<file path="config.mk">
export PLATFORM = sky130hd
export DESIGN_NAME = bkf_cfg_applier
export DESIGN_NICKNAME = d
export VERILOG_FILES = /design/src/rtl/bkf_pkg.sv /design/src/rtl/bkf_sync_fifo.sv /design/src/rtl/bkf_cfg_applier.sv
export SDC_FILE = /design/constraint.sdc
export NUM_CORES = 1
export LEC_CHECK = 0
export CORE_MARGIN = 2
export CORE_UTILIZATION = 57
export CTS_CLUSTER_SIZE = 16
export DETAILED_ROUTE_END_ITERATION = 6
export PLACE_DENSITY_LB_ADDON = 0.08
export SLEW_MARGIN = 5
export SYNTH_ARGS = -nofsm -noshare
export SYNTH_HDL_FRONTEND = slang
export SYNTH_SLANG_ARGS = --single-unit
</file>
<file path="constraint.sdc">
create_clock -name clk -period 3.69 [get_ports clk]
set_input_delay 0.738 -clock clk [delete_from_list [all_inputs] [get_ports clk]]
set_output_delay 0.738 -clock clk [all_outputs]
set_load 0.05 [all_outputs]
</file>
<file path="src/rtl/bkf_pkg.sv">
// Shared definitions for the backpressure-config applier: FSM states,
// status word bit positions and the default reserved clear index.
package bkf_pkg;

    typedef enum logic {
        IDLE  = 1'b0,
        WRITE = 1'b1
    } state_t;

    localparam int ST_BUSY    = 0;
    localparam int ST_FULL    = 1;
    localparam int ST_OVF     = 2;
    localparam int ST_BAD     = 3;
    localparam int ST_TMO     = 4;
    localparam int ST_LVL_LSB = 8;
    localparam int ST_CNT_LSB = 16;

    localparam logic [31:0] DEF_CLR_INDEX = 32'hFFFF_FFFF;

endpackage

</file>
<file path="src/rtl/bkf_sync_fifo.sv">
// Single-clock FIFO with a register-array store; head always shows the
// oldest entry so a pop and its data capture happen on the same edge.
module bkf_sync_fifo #(
    parameter int WIDTH = 40,
    parameter int DEPTH = 8
) (
    input  logic                       clk,
    input  logic                       rst,
    input  logic                       push,
    input  logic [WIDTH-1:0]           push_data,
    input  logic                       pop,
    output logic [WIDTH-1:0]           head,
    output logic [$clog2(DEPTH):0]     count,
    output logic                       full,
    output logic                       empty
);

    localparam int AW = $clog2(DEPTH);

    logic [WIDTH-1:0] mem [DEPTH];
    logic [AW-1:0]    wr_ptr;
    logic [AW-1:0]    rd_ptr;
    logic             do_push;
    logic             do_pop;

    assign full    = (count == (AW+1)'(DEPTH));
    assign empty   = (count == '0);
    assign do_pop  = pop & ~empty;
    // A pop on the same edge frees the slot, so a full FIFO can still accept.
    assign do_push = push & (~full | do_pop);
    assign head    = mem[rd_ptr];

    always_ff @(posedge clk) begin
        if (do_push) begin
            mem[wr_ptr] <= push_data;
        end
    end

    always_ff @(posedge clk) begin
        if (rst) begin
            wr_ptr <= '0;
            rd_ptr <= '0;
            count  <= '0;
        end else begin
            if (do_push) wr_ptr <= wr_ptr + 1'b1;
            if (do_pop)  rd_ptr <= rd_ptr + 1'b1;
            if (do_push && !do_pop)      count <= count + 1'b1;
            else if (do_pop && !do_push) count <= count - 1'b1;
        end
    end

endmodule

</file>
<file path="src/rtl/bkf_cfg_applier.sv">
// Turns the forwarder's config strobe into queued, acked writes to the
// config table and reports progress/errors through a registered status word.
module bkf_cfg_applier
    import bkf_pkg::*;
#(
    parameter int          DEPTH       = 8,
    parameter int          ADDR_W      = 8,
    parameter int          NUM_ENTRIES = 256,
    parameter int          ACK_TIMEOUT = 255,
    parameter logic [31:0] CLR_INDEX   = DEF_CLR_INDEX
) (
    input  logic              clk,
    input  logic              rst,
    input  logic              bkf_ready,
    input  logic [31:0]       bkf_index,
    input  logic [31:0]       bkf_data,
    output logic [31:0]       bk_status_o,
    output logic              cfg_wr_en,
    output logic [ADDR_W-1:0] cfg_wr_addr,
    output logic [31:0]       cfg_wr_data,
    input  logic              cfg_wr_ack
);

    localparam int          CW       = $clog2(DEPTH) + 1;
    localparam int          FW       = ADDR_W + 32;
    localparam logic [15:0] TMO_LAST = 16'(ACK_TIMEOUT - 1);

    state_t        state_q, state_d;
    logic          rdy_q;
    logic          evt, is_clr, is_bad, want_push, ovf_set, push;
    logic          pop, wr_done, tmo_hit, timer_done;
    logic [FW-1:0] head;
    logic [CW-1:0] level;
    logic          full, empty;
    logic [15:0]   timer_q;
    logic [15:0]   applied_cnt;
    logic          ovf_q, bad_q, tmo_q;
    logic [31:0]   status_d;

    assign evt       = bkf_ready & ~rdy_q;
    assign is_clr    = evt & (bkf_index == CLR_INDEX);
    assign is_bad    = evt & ~is_clr & (bkf_index >= 32'(NUM_ENTRIES));
    assign want_push = evt & ~is_clr & ~is_bad;
    assign ovf_set   = want_push & full & ~pop;
    assign push      = want_push & ~ovf_set;

    bkf_sync_fifo #(.WIDTH(FW), .DEPTH(DEPTH)) u_fifo (
        .clk       (clk),
        .rst       (rst),
        .push      (push),
        .push_data ({bkf_index[ADDR_W-1:0], bkf_data}),
        .pop       (pop),
        .head      (head),
        .count     (level),
        .full      (full),
        .empty     (empty)
    );

    assign timer_done = (timer_q == TMO_LAST);
    assign cfg_wr_en  = (state_q == WRITE);

    always_ff @(posedge clk) begin
        if (rst) state_q <= IDLE;
        else     state_q <= state_d;
    end

    always_comb begin
        state_d = state_q;
        case (state_q)
            IDLE:    if (!empty) state_d = WRITE;
            WRITE:   if (cfg_wr_ack || timer_done) state_d = IDLE;
            default: state_d = IDLE;
        endcase
    end

    // Ack beats the timeout when both land in the same cycle.
    always_comb begin
        pop     = (state_q == IDLE) & ~empty;
        wr_done = (state_q == WRITE) & cfg_wr_ack;
        tmo_hit = (state_q == WRITE) & ~cfg_wr_ack & timer_done;
    end

    always_comb begin
        status_d                       = '0;
        status_d[ST_BUSY]              = (state_q != IDLE) | ~empty;
        status_d[ST_FULL]              = full;
        status_d[ST_OVF]               = ovf_q;
        status_d[ST_BAD]               = bad_q;
        status_d[ST_TMO]               = tmo_q;
        status_d[ST_LVL_LSB +: 8]      = 8'(level);
        status_d[ST_CNT_LSB +: 16]     = applied_cnt;
    end

    always_ff @(posedge clk) begin
        if (rst) begin
            rdy_q       <= 1'b0;
            cfg_wr_addr <= '0;
            cfg_wr_data <= '0;
            timer_q     <= '0;
            applied_cnt <= '0;
            ovf_q       <= 1'b0;
            bad_q       <= 1'b0;
            tmo_q       <= 1'b0;
            bk_status_o <= '0;
        end else begin
            rdy_q <= bkf_ready;
            if (pop) begin
                cfg_wr_addr <= head[FW-1:32];
                cfg_wr_data <= head[31:0];
                timer_q     <= '0;
            end else if (state_q == WRITE) begin
                if (cfg_wr_ack || timer_done) timer_q <= '0;
                else                          timer_q <= timer_q + 1'b1;
            end
            if (wr_done) applied_cnt <= applied_cnt + 1'b1;
            // Set beats clear on the same edge.
            ovf_q       <= ovf_set | (ovf_q & ~is_clr);
            bad_q       <= is_bad  | (bad_q & ~is_clr);
            tmo_q       <= tmo_hit | (tmo_q & ~is_clr);
            bk_status_o <= status_d;
        end
    end

endmodule

</file>
After elaboration in Yosys (flattened, before gate mapping):

Memories as Yosys holds them, arrays and structs flattened. A register that Yosys moved wholly into a read port is not among the register bits.
Index checks and enable logic that the tools add are counted.

* add/subtract/negate cells: 6
* magnitude comparators: 1
* eq/ne operators: 3
* multiplexer cells: 8
* bitwise operators: 31
* reductions and logical operators: 8

Operator list (count)
* $add A16 B1 Y16 const B: 2
* $eq A32 B32 Y1 const B: 1
* $ge A32 B9 Y1 const B: 1
* $and A1 B1 Y1: 17
* $eq A16 B8 Y1 const B: 1
* $mux W16: 1
* $not A1 Y1: 9
* $mux W4: 2
* $add A3 B1 Y3 const B: 2
* $or A1 B1 Y1: 5
* $add A4 B1 Y4 const B: 1
* $eq A4 B4 Y1 const B: 1
* $logic_not A4 Y1: 1
* $mux W1: 4
* $sub A4 B1 Y4 const B: 1
* $logic_and A1 B1 Y1: 2
* $logic_not A1 Y1: 2
* $pmux W1 S2: 1
* $reduce_bool A2 Y1: 1
* $reduce_or A2 Y1: 1
* $logic_or A1 B1 Y1: 1

* register bits: 79
* bits in writable memories: 320
* bits of input ports: 68
* output and inout port bits: 73
* memories kept: 1

Memory list
* u_fifo.mem: words 8, width 40, rd ports 1, clocked after memory_dff 1, write ports 1, line bkf_sync_fifo.sv:20 `logic [WIDTH-1:0] mem [DEPTH];`

Depth between registers and ports, before layout:

* depth in word-level cells: 17
* mapped depth: 11

Modules after synthesis:

From an unflattened synthesis, not the netlist that was laid out.

* cells, all modules: 1008
* area total of the unflattened synthesis: 16706.0 um^2

By module, submodules not included
* bkf_sync_fifo: instances 1, cells each 534, area each 12645.9 um^2, sequential area each 9869.5 um^2
* bkf_cfg_applier: instances 1, cells each 474, area each 4060.1 um^2, sequential area each 2042.0 um^2

Worst setup path before layout:

No wires, ideal clock.

* path kind: input port to flip-flop
* start: input port bkf_index[21]
* end: register u_fifo.count[3]
* arrival: 2958 ps
* path slack: 611 ps
* cell stages on the path: 10
* buffers on the path: 0
* cell sequence: nor4_1 nand4_1 nor3_4 ha_1 inv_1 ha_1 a21o_1 a21oi_1 mux2i_1 mux2_2

* longest elaborated chain between the ends: 15

Ends and longest elaborated chain
* start: declaration: line bkf_cfg_applier.sv:15 `input logic [31:0] bkf_index,`
* branches (longest 6 deep; another with $ge A32 B9 Y1)
* $and A1 B1 Y1 *: line bkf_cfg_applier.sv:43 `assign want_push = evt & ~is_clr & ~is_bad;`
* $and A1 B1 Y1 (2 in a row): line bkf_cfg_applier.sv:44 `assign ovf_set = want_push & full & ~pop;`
* $not A1 Y1: line bkf_cfg_applier.sv:45 `assign push = want_push & ~ovf_set;`
* $and A1 B1 Y1 *: line bkf_cfg_applier.sv:45
* $and A1 B1 Y1 *: line bkf_sync_fifo.sv:30 `assign do_push = push & (~full | do_pop);`
* via u_fifo.do_push: line bkf_sync_fifo.sv:23 `logic do_push;`
* $logic_not A1 Y1: line bkf_sync_fifo.sv:48 `else if (do_pop && !do_push) count <= count - 1'b1;`
* $logic_and A1 B1 Y1: line bkf_sync_fifo.sv:48
* $reduce_bool A2 Y1 (no line)
* end signal: assignment: line bkf_sync_fifo.sv:47 `if (do_push && !do_pop) count <= count + 1'b1;`
* end signal: assignment: line bkf_sync_fifo.sv:48
* end: declaration: line bkf_sync_fifo.sv:13 `output logic [$clog2(DEPTH):0] count,`

Mark *: on every way through the listed nets, which the timed path passes.
A chain may end at the register's enable or synchronous reset.

Worst setup path in the final report:

* start: input port bkf_index[9]
* end: register u_fifo.count[3]

Same word-level chain as after synthesis.

==> reports/metrics.yaml <==
gr-total-overflow: 0
rrSetupSlack_ns: 1.11
via_count: 8761
rsz0062_at_grt: "no"
cts.clk_slew.worst_paths_ns: 0.06
async_flop_share_pct: 0
cts_buffer_depth: 3
boundaryPins: 141
drv_slew: 0
crit_chain: "clkdlybuf4s50_1 -> nor4_1 -> nand4_1 -> nor3_4 -> ha_1 -> inv_1 -> ha_1 -> a21o_1 -> a21oi_1 -> mux2i_1 -> mux2_2"
maxCapViolCount: 0
num-nets-final: 1183
r2r_start: "u_fifo.count[0]"
n_antenna_cell: 0
routed_wl_mm: 31.2
fmax_ghz: 0.320
reg2reg_depth: 10
yosys-top-cells-area: "edfxtp_1, dfxtp_1, mux4_2"
gr-usage-met1_pct: 29.0
period_share_pct: 84.8
synth_ff_type: "edfxtp_1"
grt_pass1_vias: 8678
p_sw_mw: 4.24
start_kind: "primary input"
synth.distinct_cells: 62
final_core_util_pct: 69.0
synth_area_um2: 16600
dpl.hpwl_mm: 18.5
grt_util_all_layers_pct: 20.8
ant_nets: 0
synth_top_area_share_pct: 57.9
hold_buffers: 0
reg2reg_to: "u_fifo.count[3]"
worstHoldPathType: "reg -> reg"
tightest_slew_ns: 0.899
pwr-share-clk_pct: 30.6
portBuffers: 133
p_per_area_nw_per_um2: 691
finalCriticalPeriod_ns: 3.13
h-tree-depth: 2
synth-edff-count: 320
grt_util_met3_pct: 3.61
dr.first_iter.drc_count: 661
swShare_pct: 31.0
layout.cells.non_filler: 1526
antenna_found_initial: 0
dr.pass1.iters: 5
ys_seq_elements: 432
finalPower_mw: 13.7
dp_cells: 1444
hold_viol_final: 0
die_y_um: 175
cts_tree: "built"
grt_max_degree: 85
relSlewSlack_pct: 40.0
synth_area_leader_cell: "edfxtp_1"
die_w_um: 175
syn_avg_cell_area_um2: 17.4
worstPathArrival_ns: 3.55
via_per_inst: 5.74
ctsResizeCount: 0
syn_inst: 954
cts_setup_buffers: 0
post-place-ws_ns: 0.0178
drive_above_1_share_pct: 16.8
clock-sinks: 432
tns_ns: 0
status: "complete, no violations"
p_int_mw: 9.45
p_leak_nw: 6.34
peakVddDrop_uv: 534
grt_most_used_layer: "met2"
finalSetupViolCount: 0
postPlaceCellArea_um2: 18400
ys_seq_area_share_pct: 71.4
ys_warn_count: 0
start_util_pct: 57.8
fin_skew_ns: 0.0177
area_delta_synth_final_pct: 19.4
std_cell_rows: 62
path_class: "in -> reg"
grt_util_met2_pct: 34.8
cp-startpoint: "bkf_index[9]"
slowest_delay_ns: 0.45
slowest_stage: "clkdlybuf4s50_1"
drc: 0
hold-path-endpoint: "bk_status_o[3]"
dieArea_um2: 30500
crit_required_ns: 4.11
end_kind: "register"
cts-root-buf: "clkbuf_16"
insertion_delay_ns: 0.54
p_seq_share_pct: 42.3
fin_ws_ns: 0.562
min-delay-start: "bad_q"
path_max_fanout: 2
post_drt_wl_per_cell_um: 20.4
cts_buffers: 44
holdWs_ns: 0.464
core_area_um2: 28700
crit_top_cell: "ha_1"
gp_congestion: 0.732
hold_path_depth: 1
grt_pass1_wl_mm: 49.0
final_area_um2: 19800
combPwrFrac_pct: 27.1
-- final cells by class --
type | count | area (um^2)
Tap cell | 384 | 480
Clock buffer | 57 | 1200
Inverter | 8 | 30.0
Fill cell | 1935 | 8900
Timing Repair Buffer | 158 | 1630
Multi-Input combinational cell | 462 | 4430
Sequential cell | 432 | 11900
Clock inverter | 25 | 175
-- synthesized netlist by cell type (all sizes together), types with 2 or more instances --
master and instances:
edfxtp 320, dfxtp 112, mux4 80, nor2 78, mux2i 44, buf 43, a211oi 40, nor2b 24
nand4 21, nand2 17, clkbuf 15, a21oi 14, nand3 13, nor4 11, xor2 11, a31oi 10
nor3 10, ha 8, and4 7, inv 7, mux2 7, o21ai 6, a41oi 5, and2 5
and3 4, nand2b 4, xnor2 4, and4b 3, and4bb 3, or3 3, a22o 2, and3b 2
nand3b 2, nor3b 2, nor4b 2, o31ai 2
-- worst max-delay path by stage --
stage	end	slack, ns	cells after the start
floorplan	u_fifo.count[3]	0.61	10
global placement	u_fifo.count[3]	0.07	11
detailed placement	u_fifo.count[3]	0.02	11
CTS	u_fifo.count[3]	0.55	11
global route	u_fifo.count[3]	0.35	11
finish	u_fifo.count[3]	0.56	11
-- power groups by stage --
stage / clock network (mW) / registers, mW / logic, mW
2_1_floorplan: 0 / 6.64 / 1.98
3_3_place_gp: 0 / 5.88 / 3.72
3_5_place_dp: 0 / 5.89 / 3.76
4_1_cts: 4.29 / 5.79 / 3.78
5_1_grt: 4.48 / 5.83 / 4.01
6_report: 4.19 / 5.79 / 3.71
-- routing by layer --
layer | vias up | wire (um)
met4 | 0 | 473
li1 | 4080 | -
met5 | - | 0
met1 | 4390 | 13800
met3 | 41 | 1680
met2 | 250 | 15300
-- critical path: cells and delay by family --
kind | cells | cell delay, ns
adders and majority gates | 2 | 0.47
AOI/OAI and AO/OA | 2 | 0.34
and+or+nand+nor | 3 | 0.93
muxes | 2 | 0.55
buffers and inverters | 2 | 0.51
-- flip-flops by register name, indices dropped and copies added, names as in the netlist, 4 cells and up --
signal	flops
u_fifo.mem	320
applied_cnt	16
timer_q	16
u_fifo.count	4
bk_status_o	25
cfg_wr_data	32
cfg_wr_addr	8
-- logic make-up after synthesis --
family | after synthesis | synth area share (%)
flip-flops | 432 | 71.4
AND/OR/NAND/NOR | 213 | 7.17
multiplexers | 131 | 14.0
AO/OA/AOI/OAI | 87 | 3.79
buffers and inverters | 66 | 2.07
XOR/XNOR | 15 | 0.792
adder cells (fa/ha/maj) | 9 | 0.724
other | 1 | 0.0226
-- placed cells by master (no fill, tap or decap), types with 4 or more instances in the layout --
cell	instances
nand2b_1	4
clkdlybuf4s50_1	132
edfxtp_1	320
a21oi_1	14
clkinv_2	6
a31oi_1	10
xnor2_1	4
nor4_1	8
nand4_1	20
mux4_2	80
nor2b_1	24
and2_1	5
conb_1	7
xor2_1	11
inv_1	6
a211oi_1	40
dfxtp_1	109
buf_4	17
clkbuf_1	9
nor2_1	77
buf_12	9
nand2_1	17
mux2i_1	44
mux2_1	5
ha_1	8
nor3_1	8
clkbuf_16	45
clkinv_1	13
and4_1	6
nand3_1	13
No activity file was read; power rests on OpenSTA's default activity.
